File: config.mk
export PLATFORM = sky130hd
export DESIGN_NAME = bp_me_lce_txn_monitor
export DESIGN_NICKNAME = d
export VERILOG_FILES = /design/src/rtl/bp_me_lce_txn_monitor.sv
export SDC_FILE = /design/constraint.sdc
export NUM_CORES = 1
export LEC_CHECK = 0
export BUFFER_PORTS_ARGS = -buffer_cell sky130_fd_sc_hd__buf_2
export CAP_MARGIN = 20
export CORE_UTILIZATION = 60
export CTS_BUF_LIST = sky130_fd_sc_hd__clkbuf_8
export CTS_CLUSTER_SIZE = 16
export DETAILED_ROUTE_END_ITERATION = 10
export MAX_ROUTING_LAYER = met4
export PLACE_DENSITY = 0.84
export SLEW_MARGIN = 10
export SYNTH_ARGS = -nofsm -noshare
export SYNTH_HDL_FRONTEND = slang
export SYNTH_SLANG_ARGS = --single-unit
File: constraint.sdc
create_clock -name clk_i -period 13.7 [get_ports clk_i]
set_clock_uncertainty 0.2 [all_clocks]
set_input_delay 0.685 -clock clk_i [delete_from_list [all_inputs] [get_ports clk_i]]
set_output_delay 0.685 -clock clk_i [all_outputs]
set_load 0.01 [all_outputs]
File: src/rtl/bp_me_lce_txn_monitor.sv
// Passive per-channel LCE transaction monitor: tracks request->fill latency,
// completed-transaction counts and sticky protocol errors for each channel.
module bp_me_lce_txn_monitor #(
   parameter int num_lce_p            = 2,
   parameter int paddr_width_p        = 40,
   parameter int block_offset_width_p = 6,
   parameter int lat_width_p          = 16,
   parameter int count_width_p        = 32,
   parameter int timeout_p            = 1024
) (
   input  logic                                   clk_i,
   input  logic                                   reset_i,
   input  logic                                   clear_i,
   input  logic [num_lce_p-1:0]                   req_v_i,
   input  logic [num_lce_p-1:0]                   req_ready_i,
   input  logic [num_lce_p*paddr_width_p-1:0]     req_addr_i,
   input  logic [num_lce_p-1:0]                   cmd_v_i,
   input  logic [num_lce_p-1:0]                   cmd_ready_i,
   input  logic [num_lce_p-1:0]                   cmd_done_i,
   input  logic [num_lce_p*paddr_width_p-1:0]     cmd_addr_i,
   output logic [num_lce_p-1:0]                   busy_o,
   output logic [num_lce_p*lat_width_p-1:0]       max_lat_o,
   output logic [num_lce_p*count_width_p-1:0]     txn_count_o,
   output logic [num_lce_p*3-1:0]                 error_o,
   output logic                                   any_error_o
);

   typedef enum logic [1:0] {S_IDLE, S_BUSY, S_TIMEOUT} state_e;

   localparam int TagW = paddr_width_p - block_offset_width_p;
   localparam logic [lat_width_p-1:0] TimeoutLat = lat_width_p'(timeout_p);
   localparam logic [lat_width_p-1:0] LatOne     = lat_width_p'(1);

   for (genvar i = 0; i < num_lce_p; i++) begin : g_ch
      state_e                   state_q;
      logic [TagW-1:0]          tag_q;
      logic [lat_width_p-1:0]   lat_q;
      logic [lat_width_p-1:0]   max_lat_q;
      logic [count_width_p-1:0] cnt_q;
      logic [2:0]               err_q;
      logic                     accept, done_hs, complete;
      logic [TagW-1:0]          req_tag, cmd_tag;
      logic                     unused_offset_bits;

      // Matching is per cache block, so the offset bits never matter.
      assign req_tag  = req_addr_i[i*paddr_width_p+block_offset_width_p +: TagW];
      assign cmd_tag  = cmd_addr_i[i*paddr_width_p+block_offset_width_p +: TagW];
      assign unused_offset_bits = ^{req_addr_i[i*paddr_width_p +: block_offset_width_p],
                                    cmd_addr_i[i*paddr_width_p +: block_offset_width_p]};
      assign accept   = req_v_i[i] & req_ready_i[i];
      assign done_hs  = cmd_v_i[i] & cmd_ready_i[i] & cmd_done_i[i];
      assign complete = done_hs & (cmd_tag == tag_q);

      always_ff @(posedge clk_i or posedge reset_i) begin
         if (reset_i) begin
            state_q   <= S_IDLE;
            tag_q     <= '0;
            lat_q     <= '0;
            max_lat_q <= '0;
            cnt_q     <= '0;
            err_q     <= '0;
         end else begin
            case (state_q)
               S_IDLE: begin
                  if (done_hs) err_q[2] <= 1'b1;
                  if (accept) begin
                     tag_q   <= req_tag;
                     lat_q   <= LatOne;
                     state_q <= S_BUSY;
                  end
               end
               S_BUSY: begin
                  if (complete) begin
                     if (lat_q > max_lat_q) max_lat_q <= lat_q;
                     if (cnt_q != '1) cnt_q <= cnt_q + 1'b1;
                     if (accept) begin
                        tag_q <= req_tag;
                        lat_q <= LatOne;
                     end else begin
                        state_q <= S_IDLE;
                     end
                  end else begin
                     if (done_hs) err_q[2] <= 1'b1;
                     if (accept)  err_q[1] <= 1'b1;
                     // A clear in the timeout cycle drops straight to idle.
                     if (lat_q == TimeoutLat) begin
                        err_q[0] <= 1'b1;
                        state_q  <= clear_i ? S_IDLE : S_TIMEOUT;
                     end else if (lat_q != '1) begin
                        lat_q <= lat_q + 1'b1;
                     end
                  end
               end
               S_TIMEOUT: begin
                  if (complete || clear_i) state_q <= S_IDLE;
               end
               default: state_q <= S_IDLE;
            endcase
            // Clear wins over any statistic or error update of this cycle.
            if (clear_i) begin
               max_lat_q <= '0;
               cnt_q     <= '0;
               err_q     <= '0;
            end
         end
      end

      assign busy_o[i]                               = (state_q == S_BUSY);
      assign max_lat_o[i*lat_width_p +: lat_width_p]     = max_lat_q;
      assign txn_count_o[i*count_width_p +: count_width_p] = cnt_q;
      assign error_o[i*3 +: 3]                       = err_q;
   end

   assign any_error_o = |error_o;

endmodule

* Word-level counts from Yosys, hierarchy flattened
Cells that the tools add are included.
Word-level totals: register bits 206, latch bits 0, bits in writable memories 0, memory bits (read-only) 0, bits of input ports 173, output and inout bits 105, memories 0
Cells by class: $add $sub $neg 4, $mul 0, divide/modulo/power cells 0, $lt $le $gt $ge 2, equal/unequal tests 30, shift-type cells 0, multiplexer cells 59, bitwise operators 8, reductions and logical operators 37
Operators with widths (count):
- $mux 16 | 16
- $mux 32 | 8
- $mux 34 | 4
- $pmux 34 s2 | 2
- $eq 34x34->1 | 2
- $add 32x1->32 const B | 2
- $ne 32x32->1 const B | 2
- $pmux 16 s2 | 2
- $add 16x1->16 const B | 2
- $eq 16x11->1 const B | 2
- $gt 16x16->1 | 2
- $ne 16x16->1 const B | 2
- $reduce_and 3->1 | 10
- $reduce_bool 2->1 | 14
- $mux 2 | 13
- $ne 3x3->1 const B | 6
- $mux 3 | 4
- $ne 2x2->1 const B | 6
- $ne 3x1->1 const B | 4
- $pmux 2 s3 | 2
- $and 1x1->1 | 8
- $reduce_and 2->1 | 4
- $reduce_and 4->1 | 2
- $mux 1 | 6
- other kinds (8) | 15

* Depth between registers and ports, before layout
Gate-level depths: netlist of run 1.
depth in word-level cells 6, gate-level depth with buffers 11

* Worst setup path after synthesis of run 1
No wires, ideal clock.
kind input-to-reg, start point input port cmd_addr_i[76], end point register g_ch[1].tag_q[10], setup time 0.125 ns, arrival 2.537 ns, data required time 13.375 ns, setup slack 10.838 ns, stages 9, path buffers 3, cells stage by stage xnor2_1 nand4b_1 nor4_1 nand3_1 clkbuf_1 a211oi_2 buf_2 buf_4 mux2_2
Between the ends: cells in the longest elaborated chain, start to end 4
Ends and longest elaborated chain:
- start, declared | line 20 | input logic [num_lce_p*paddr_width_p-1:0] cmd_addr_i,
- $eq 34x34->1 | line 52 | assign complete = done_hs & (cmd_tag == tag_q);
- $and 1x1->1 | line 52
- $ne 2x1->1 (no source line)
- $reduce_and 2->1 (no source line)
- end signal, assigned | line 67 | tag_q <= req_tag;
- end signal, assigned | line 77 | tag_q <= req_tag;
- end, declared | line 36 | logic [TagW-1:0] tag_q;
Every way passes these cells. A chain may end at the register's enable or synchronous reset.

* Worst setup path in the final report of run 1
start point register g_ch[0].tag_q[10], end point register g_ch[0].lat_q[14]
Between the ends: cells in the longest elaborated chain, start to end 4, elaborated cells between the ends (all ways) 7, those cells by class eq/ne: 3; mux: 2; bitwise: 1; reduce/logical: 1
Ends and longest elaborated chain:
- start, declared | line 36
- start signal, assigned | line 67
- start signal, assigned | line 77
- $eq 34x34->1 * | line 52
- $and 1x1->1 * | line 52
- $ne 3x1->1 (no source line), or another cell as far along
- $reduce_and 3->1 (no source line) or $pmux 16 s2 (tied branches)
- end signal, assigned | line 68 | lat_q <= LatOne;
- end signal, assigned | line 78 | lat_q <= LatOne;
- end signal, assigned | line 90 | lat_q <= lat_q + 1'b1;
- end, declared | line 37 | logic [lat_width_p-1:0] lat_q;
Mark *: on every way between the ends. The rest lies on a longest branch, timed or not.

==> impl_metrics.yaml, run 1 <==
status:
  status: "finished clean"
sta:
  tns_ns: 0
  finalHoldViolCount: 0
  rsz0062_at_grt: "false"
  period_needed_ns: 3.94
  fin_ws_ns: 9.76
  setup_viol: 0
  slew_viol_final: 0
  worstMarginPinSlew_ns: 1.03
  timing.slew.headroom_pct: 31.3
  layout_worst_path_cycle_share_pct: 28.7
  max_freq_mhz: 254
critical_path:
  required_ns: 13.91
  critPathSlowestCell: "nand3_1"
  crit_type: "reg2reg"
  critPathMaxStageDelay_ns: 0.77
  cp_data_arrival_time_ns: 4.14
  cp_cell_sequence: "xnor2_1, nand4_1, nor4_1, nand3_1, a211oi_4, buf_4, nor2_1, a221o_1"
  path_max_fanout: 38
  startpoint_type: "flop"
  crit_path_end_kind: "flop"
clock_tree:
  cts_hold_buf: 0
  postCtsSetupBuffers: 0
  cts_tree: "built"
  clkTransAtPathRegs_ns: 0.06
  cts_buffers: 38
  cts.path.max_buffers: 3
  postCtsResizedCells: 0
  cts.htree.levels: 2
  cts_root_buf: "clkbuf_8"
  cts_sinks: 206
  clkLatencyLatePin_ns: 0.52
min_path:
  hold_path.class: "in2async"
global_routing:
  grtUsageTotal_pct: 30.8
  grt_pass1_vias: 9944
  antenna_found_initial: 0
  grt_max_degree: 130
  grt_pass1_wl_mm: 47.5
  grt.overflow.total: 0
layout:
  area_growth_pct: 19.8
  regArea_um2: 5150
  final_layout_size_suffix_gt1_share_pct: 29.8
  fillers: 1361
  antenna_cells: 0
  multi_input_area_um2: 5890
  fin_nets: 1599
logic_synthesis:
  synth_seq_cells: 206
  synthesis.nets: 1352
  seq_area_frac_synth_pct: 44.8
  syn_area_per_cell_um2: 10.1
  synth_top_area_cell: "dfrtp_1"
  synth_edf_count: 0
  synth_area_um2: 11500
  synth_ff_type: "dfrtp_1"
  synth_top_area_share_pct: 44.8
  postSynthCellCount: 1141
  yosysWarnings: 0
  ys_async_sr_fraction_pct: 100
  synth_cell_types: 61
  ys_top_cells_by_area: "dfrtp_1 (45%), mux2_2 (7.7%), xnor2_1 (6.4%)"
drt:
  ant_nets: 0
  vias: 9814
  viasPerCell: 5.94
  remaining_drc_errors: 0
  wl_mm: 28.9
  drt_first_iter_violations: 552
  detail_route.wl_per_cell_um: 17.5
  firstDrtPassIters: 5
floorplanning:
  rows: 50
  dieArea_um2: 19700
  pin_count: 278
  start_util_pct: 61.3
  die_y_um: 140
  dieWidth_um: 140
  coreArea_um2: 18800
placement:
  io_buffers: 253
  gp_congestion: 0.867
  hpwl_mm: 20.2
  place_ws_ns: 9.44
power:
  max-vdd-ir-drop_mv: 0.0965
  p_leak_nw: 6.40
  p_per_area_nw_per_um2: 132
flow_run:
  drv_cap: 0
## worst max-delay path, delay by kind of cell, from the launching register on
kind / cells / cell delay, ns
flops: 1 / 0.39
compound gates: 2 / 0.88
buf+inv: 1 / 0.48
xor+xnor: 1 / 0.27
simple gates: 4 / 1.59
## flip-flops by register name, summed over array words and instances (netlist names)
name            count
g_ch.tag_q         68
g_ch.cnt_q         64
g_ch.err_q          6
g_ch.max_lat_q     32
g_ch.state_q        4
g_ch.lat_q         32
## cell usage in the layout, fill, tap and decap left out, types with 27 or more instances in the layout
cell type	count
nand2_1	61
nor4_1	30
clkbuf_8	55
nand4_1	51
inv_1	64
mux2_2	79
xnor2_1	84
mux2i_1	36
a21oi_1	51
ha_1	38
dfrtp_1	206
nor2_1	97
buf_2	252
nand3_1	50
and3_1	27
## worst paths after layout
check,to,slack (ns),depth (start not counted),from
max reg2reg,g_ch[0].lat_q[14],9.76,8,g_ch[0].tag_q[10]
max in group asynchronous,g_ch[0].max_lat_q[10],11.94,4,reset_i
min,g_ch[1].tag_q[2],0.12,2,reset_i
max,g_ch[0].lat_q[14],9.76,8,g_ch[0].tag_q[10]
min in group clk_i,g_ch[0].tag_q[9],0.19,2,req_addr_i[15]
min reg2reg,g_ch[1].tag_q[22],0.33,1,g_ch[1].tag_q[22]
## synth_stat cells, types with 4 or more instances
cell / instances
nor3_2: 4
or3_1: 16
or4b_1: 4
or2_2: 4
nor2b_1: 14
and2_1: 4
mux2_2: 79
inv_1: 59
nand3_1: 50
nor4_1: 30
o21ai_0: 18
nor2_1: 97
nor3b_1: 7
dfrtp_1: 206
o31ai_1: 12
and3_1: 27
clkbuf_1: 28
ha_1: 38
mux2i_1: 36
or4_1: 15
a22o_1: 6
o41ai_1: 4
a21oi_1: 51
a21o_1: 7
nand2_1: 61
a221o_1: 6
a31oi_1: 4
xnor2_1: 84
o21ai_1: 7
nand4_1: 51
buf_2: 14
nor3_1: 26
and4_1: 5
a211oi_1: 4
a211o_1: 13
buf_4: 4
## area by class of cell
type	instances	area share, %
clock inverters	15	0.880
well taps	234	2.12
repair buffers	260	9.73
clock buffers	55	5.49
inverters	59	1.66
flip-flops and latches	206	37.4
multi-input cells	823	42.7
## metal layers
layer  global-route usage [%]  wire length [um]
met5                        -                 0
met4                     15.6              1200
met3                     5.03              1520
met2                     51.4             14200
met1                     36.2             12000
## metrics by stage
stage	power, W	instance area [um^2]	utilization (%)	hold slack, ns	std cells
6_report	0.00182	13800	73.5	0.122	1652
3_5_place_dp	0.00116	12900	68.7	0.318	1581
5_1_grt	0.00191	13800	73.5	0.171	1652
3_3_place_gp	0.00114	12900	68.7	0.309	1581
2_1_floorplan	0.00106	11500	-	0.261	1141
4_1_cts	0.00183	13800	73.3	0.159	1651
## logic make-up (layout without fill, tap and decap cells)
logic type,count (synthesis),count (layout),share of synthesized area [%]
flip-flops,206,206,44.8
buffers and inverters,112,389,4.16
XOR/XNOR,87,87,6.62
multiplexers,119,119,11.3
AO/OA/AOI/OAI,149,149,9.03
AND/OR/NAND/NOR,430,430,20.0
adder cells (fa/ha/maj),38,38,4.13
## report_power, final
| part | leakage (nW) | total [W] | switching [W] | internal, W |
|---|---|---|---|---|
| logic | 3.20 | 0.000368 | 0.000177 | 0.000191 |
| clock network | 0.483 | 0.000658 | 0.000264 | 0.000394 |
| registers | 2.72 | 0.000791 | 0.0000918 | 0.000699 |
(Power assumes the default switching activity.)
==> inputs of run 2 (changes only) <==
--- a/config.mk
+++ b/config.mk
@@ -5,14 +5,15 @@
 export SDC_FILE = /design/constraint.sdc
 export NUM_CORES = 1
 export LEC_CHECK = 0
+export ABC_AREA = 1
 export BUFFER_PORTS_ARGS = -buffer_cell sky130_fd_sc_hd__buf_2
 export CAP_MARGIN = 20
-export CORE_UTILIZATION = 60
+export CORE_UTILIZATION = 52
 export CTS_BUF_LIST = sky130_fd_sc_hd__clkbuf_8
 export CTS_CLUSTER_SIZE = 16
 export DETAILED_ROUTE_END_ITERATION = 10
 export MAX_ROUTING_LAYER = met4
-export PLACE_DENSITY = 0.84
+export PLACE_DENSITY = 0.75
 export SLEW_MARGIN = 10
 export SYNTH_ARGS = -nofsm -noshare
 export SYNTH_HDL_FRONTEND = slang
==> constraint.sdc (replaced) <==
create_clock -name clk_i -period 3.4 [get_ports clk_i]
set_clock_uncertainty 0.2 [all_clocks]
set_input_delay 0.17 -clock clk_i [delete_from_list [all_inputs] [get_ports clk_i]]
set_output_delay 0.17 -clock clk_i [all_outputs]
set_load 0.01 [all_outputs]
==> run 2 against run 1 <==
Worst hold slack got worse by 0.084 ns. Cell count rose by 63%. Sequential share of layout area fell by 6.8 points. Critical endpoint is now g_ch[0].state_q[1]. Largest cell class unchanged. Largest power group unchanged.
==> impl_metrics.yaml, run 2 <==
clock_tree:
  cts_root_buf: "clkbuf_8"
  clkTransAtPathRegs_ns: 0.06
  postCtsResizedCells: 0
  cts_hold_buf: 79
  postCtsSetupBuffers: 0
  cts_sinks: 206
  cts.htree.levels: 2
  cts.path.max_buffers: 3
  cts_buffers: 39
  cts_tree: "built"
  clkLatencyLatePin_ns: 0.54
logic_synthesis:
  synth_seq_cells: 206
  yosysWarnings: 0
  synthesis.nets: 2215
  synth_top_area_cell: "dfrtp_1"
  ys_async_sr_fraction_pct: 100
  seq_area_frac_synth_pct: 37.3
  synth_edf_count: 0
  synth_commonest_cells: "nand2_1 (655), inv_1 (247), nor2_1 (231), dfrtp_1 (206), nand3_1 (137)"
  synth_cell_types: 35
  syn_area_per_cell_um2: 6.90
  postSynthCellCount: 2004
  ys_top_cells_by_area: "dfrtp_1 (37%), nand2_1 (18%), inv_1 (6.7%)"
  synth_most_common_cell: "nand2_1"
  synth_area_um2: 13800
  synth_top_area_share_pct: 37.3
  synth_ff_type: "dfrtp_1"
critical_path:
  crit_type: "reg2reg"
  cp_data_arrival_time_ns: 3.02
  startpoint_type: "flop"
  path_max_fanout: 2
  required_ns: 3.62
  crit_path_end_kind: "flop"
sta:
  whs_ns: 0.0385
  timing.slew.headroom_pct: 33.4
  rsz0062_at_grt: "false"
  layout_worst_path_cycle_share_pct: 82.2
  finalHoldViolCount: 0
  slew_viol_final: 0
  max_freq_mhz: 358
  period_needed_ns: 2.80
  worstMarginPinSlew_ns: 0.998
  setup_viol: 0
  tns_ns: 0
global_routing:
  grt_max_degree: 93
  antenna_found_initial: 0
  grt_pass1_vias: 13012
  grtUsageTotal_pct: 30.1
  grt_pass1_wl_mm: 63.8
  grt.overflow.total: 0
drt:
  drt_first_iter_violations: 1098
  vias: 13929
  ant_nets: 0
  viasPerCell: 5.18
  detail_route.wl_per_cell_um: 14.6
  wl_mm: 39.3
  remaining_drc_errors: 0
  firstDrtPassIters: 6
layout:
  largest_reg_flops: 68
  final_cell_mix: "nand2_1 (655), inv_1 (260), buf_2 (253)"
  final_util_pct: 64.6
  final_cells: 2691
  final_layout_size_suffix_gt1_share_pct: 15.7
  postLayoutCellArea_um2: 16800
  antenna_cells: 0
  reg_top3: "g_ch.tag_q (68), g_ch.cnt_q (64)"
  area_growth_pct: 21.8
  largest-register: "g_ch.tag_q"
  fin_nets: 2539
  layout_commonest_cell: "nand2_1"
floorplanning:
  dieWidth_um: 165
  coreArea_um2: 26100
  rows: 59
  die_y_um: 165
  pin_count: 278
  dieArea_um2: 27200
  start_util_pct: 53.0
placement:
  hpwl_mm: 27.4
  io_buffers: 253
  gp_congestion: 0.969
  place_area_um2: 15300
  dp.cells: 2543
power:
  p_leak_nw: 8.93
  p_per_area_nw_per_um2: 335
  max-vdd-ir-drop_mv: 0.329
min_path:
  hold_path.class: "in2reg"
flow_run:
  drv_cap: 0
status:
  status: "finished clean"
## run 2: layout make-up
class                   instances  area [um^2]
clock buffers                  47          647
clock inverters                22         92.6
fillers                      2382         9220
inverters                     252          950
multi-input cells            1478         7350
flip-flops and latches        206         5150
well taps                     335          419
repair buffers                351         2220
## run 2: per-layer routing
layer | track usage, % | wire length [um]
met1 | 39.0 | 17200
met5 | - | 0
met2 | 47.4 | 18100
met3 | 4.17 | 2520
met4 | 12.3 | 1420
## run 2: path summary, 6_finish.rpt
kind / from / endpoint / slack (ns) / cells past startpoint
max: g_ch[0].tag_q[19] / g_ch[0].state_q[1] / 0.60 / 11
min: req_ready_i[0] / g_ch[0].lat_q[0] / 0.04 / 5
max reg2reg: g_ch[0].tag_q[19] / g_ch[0].state_q[1] / 0.60 / 11
min reg2reg: g_ch[0].max_lat_q[1] / g_ch[0].max_lat_q[1] / 0.29 / 2
max in group asynchronous: reset_i / g_ch[1].max_lat_q[15] / 1.63 / 5
min in group asynchronous: reset_i / g_ch[0].tag_q[20] / 0.57 / 4
## run 2: logic make-up (layout without fill, tap and decap cells)
family / after synthesis / count (layout) / synth area share, %
AOI/OAI and AO/OA: 112 / 112 / 4.33
xor gates and xnor gates: 128 / 128 / 8.11
adders and majority gates: 38 / 38 / 3.44
DFF: 206 / 206 / 37.3
buffers and inverters: 320 / 672 / 9.55
and+or+nand+nor: 1200 / 1200 / 37.3
## run 2: worst max-delay path, stage by stage, from the launching register on
cell	delay, ns
dfrtp_1	0.40
xnor2_1	0.22
nor2b_1	0.21
nand2_1	0.08
nor2_1	0.12
nand2_1	0.07
nor2_1	0.10
nand3_1	0.07
dlygate4sd3_1	0.56
nand4_1	0.06
dlygate4sd3_1	0.56
nand2_1	0.05
## run 2: metrics by stage
| step | power (W) | setup slack (ns) |
|---|---|---|
| global placement | 0.00326 | 0.725 |
| global route | 0.00590 | 0.316 |
| CTS | 0.00569 | 0.632 |
| floorplan | 0.00303 | 0.358 |
| detailed placement | 0.00328 | 0.673 |
| finish | 0.00564 | 0.604 |
## run 2: report_power, final
| group | leakage, nW | internal [W] | total [W] | switching [W] |
|---|---|---|---|---|
| Sequential | 2.82 | 0.00250 | 0.00257 | 0.0000627 |
| Combinational | 5.67 | 0.000305 | 0.000745 | 0.000440 |
| Clock | 0.444 | 0.00125 | 0.00233 | 0.00108 |
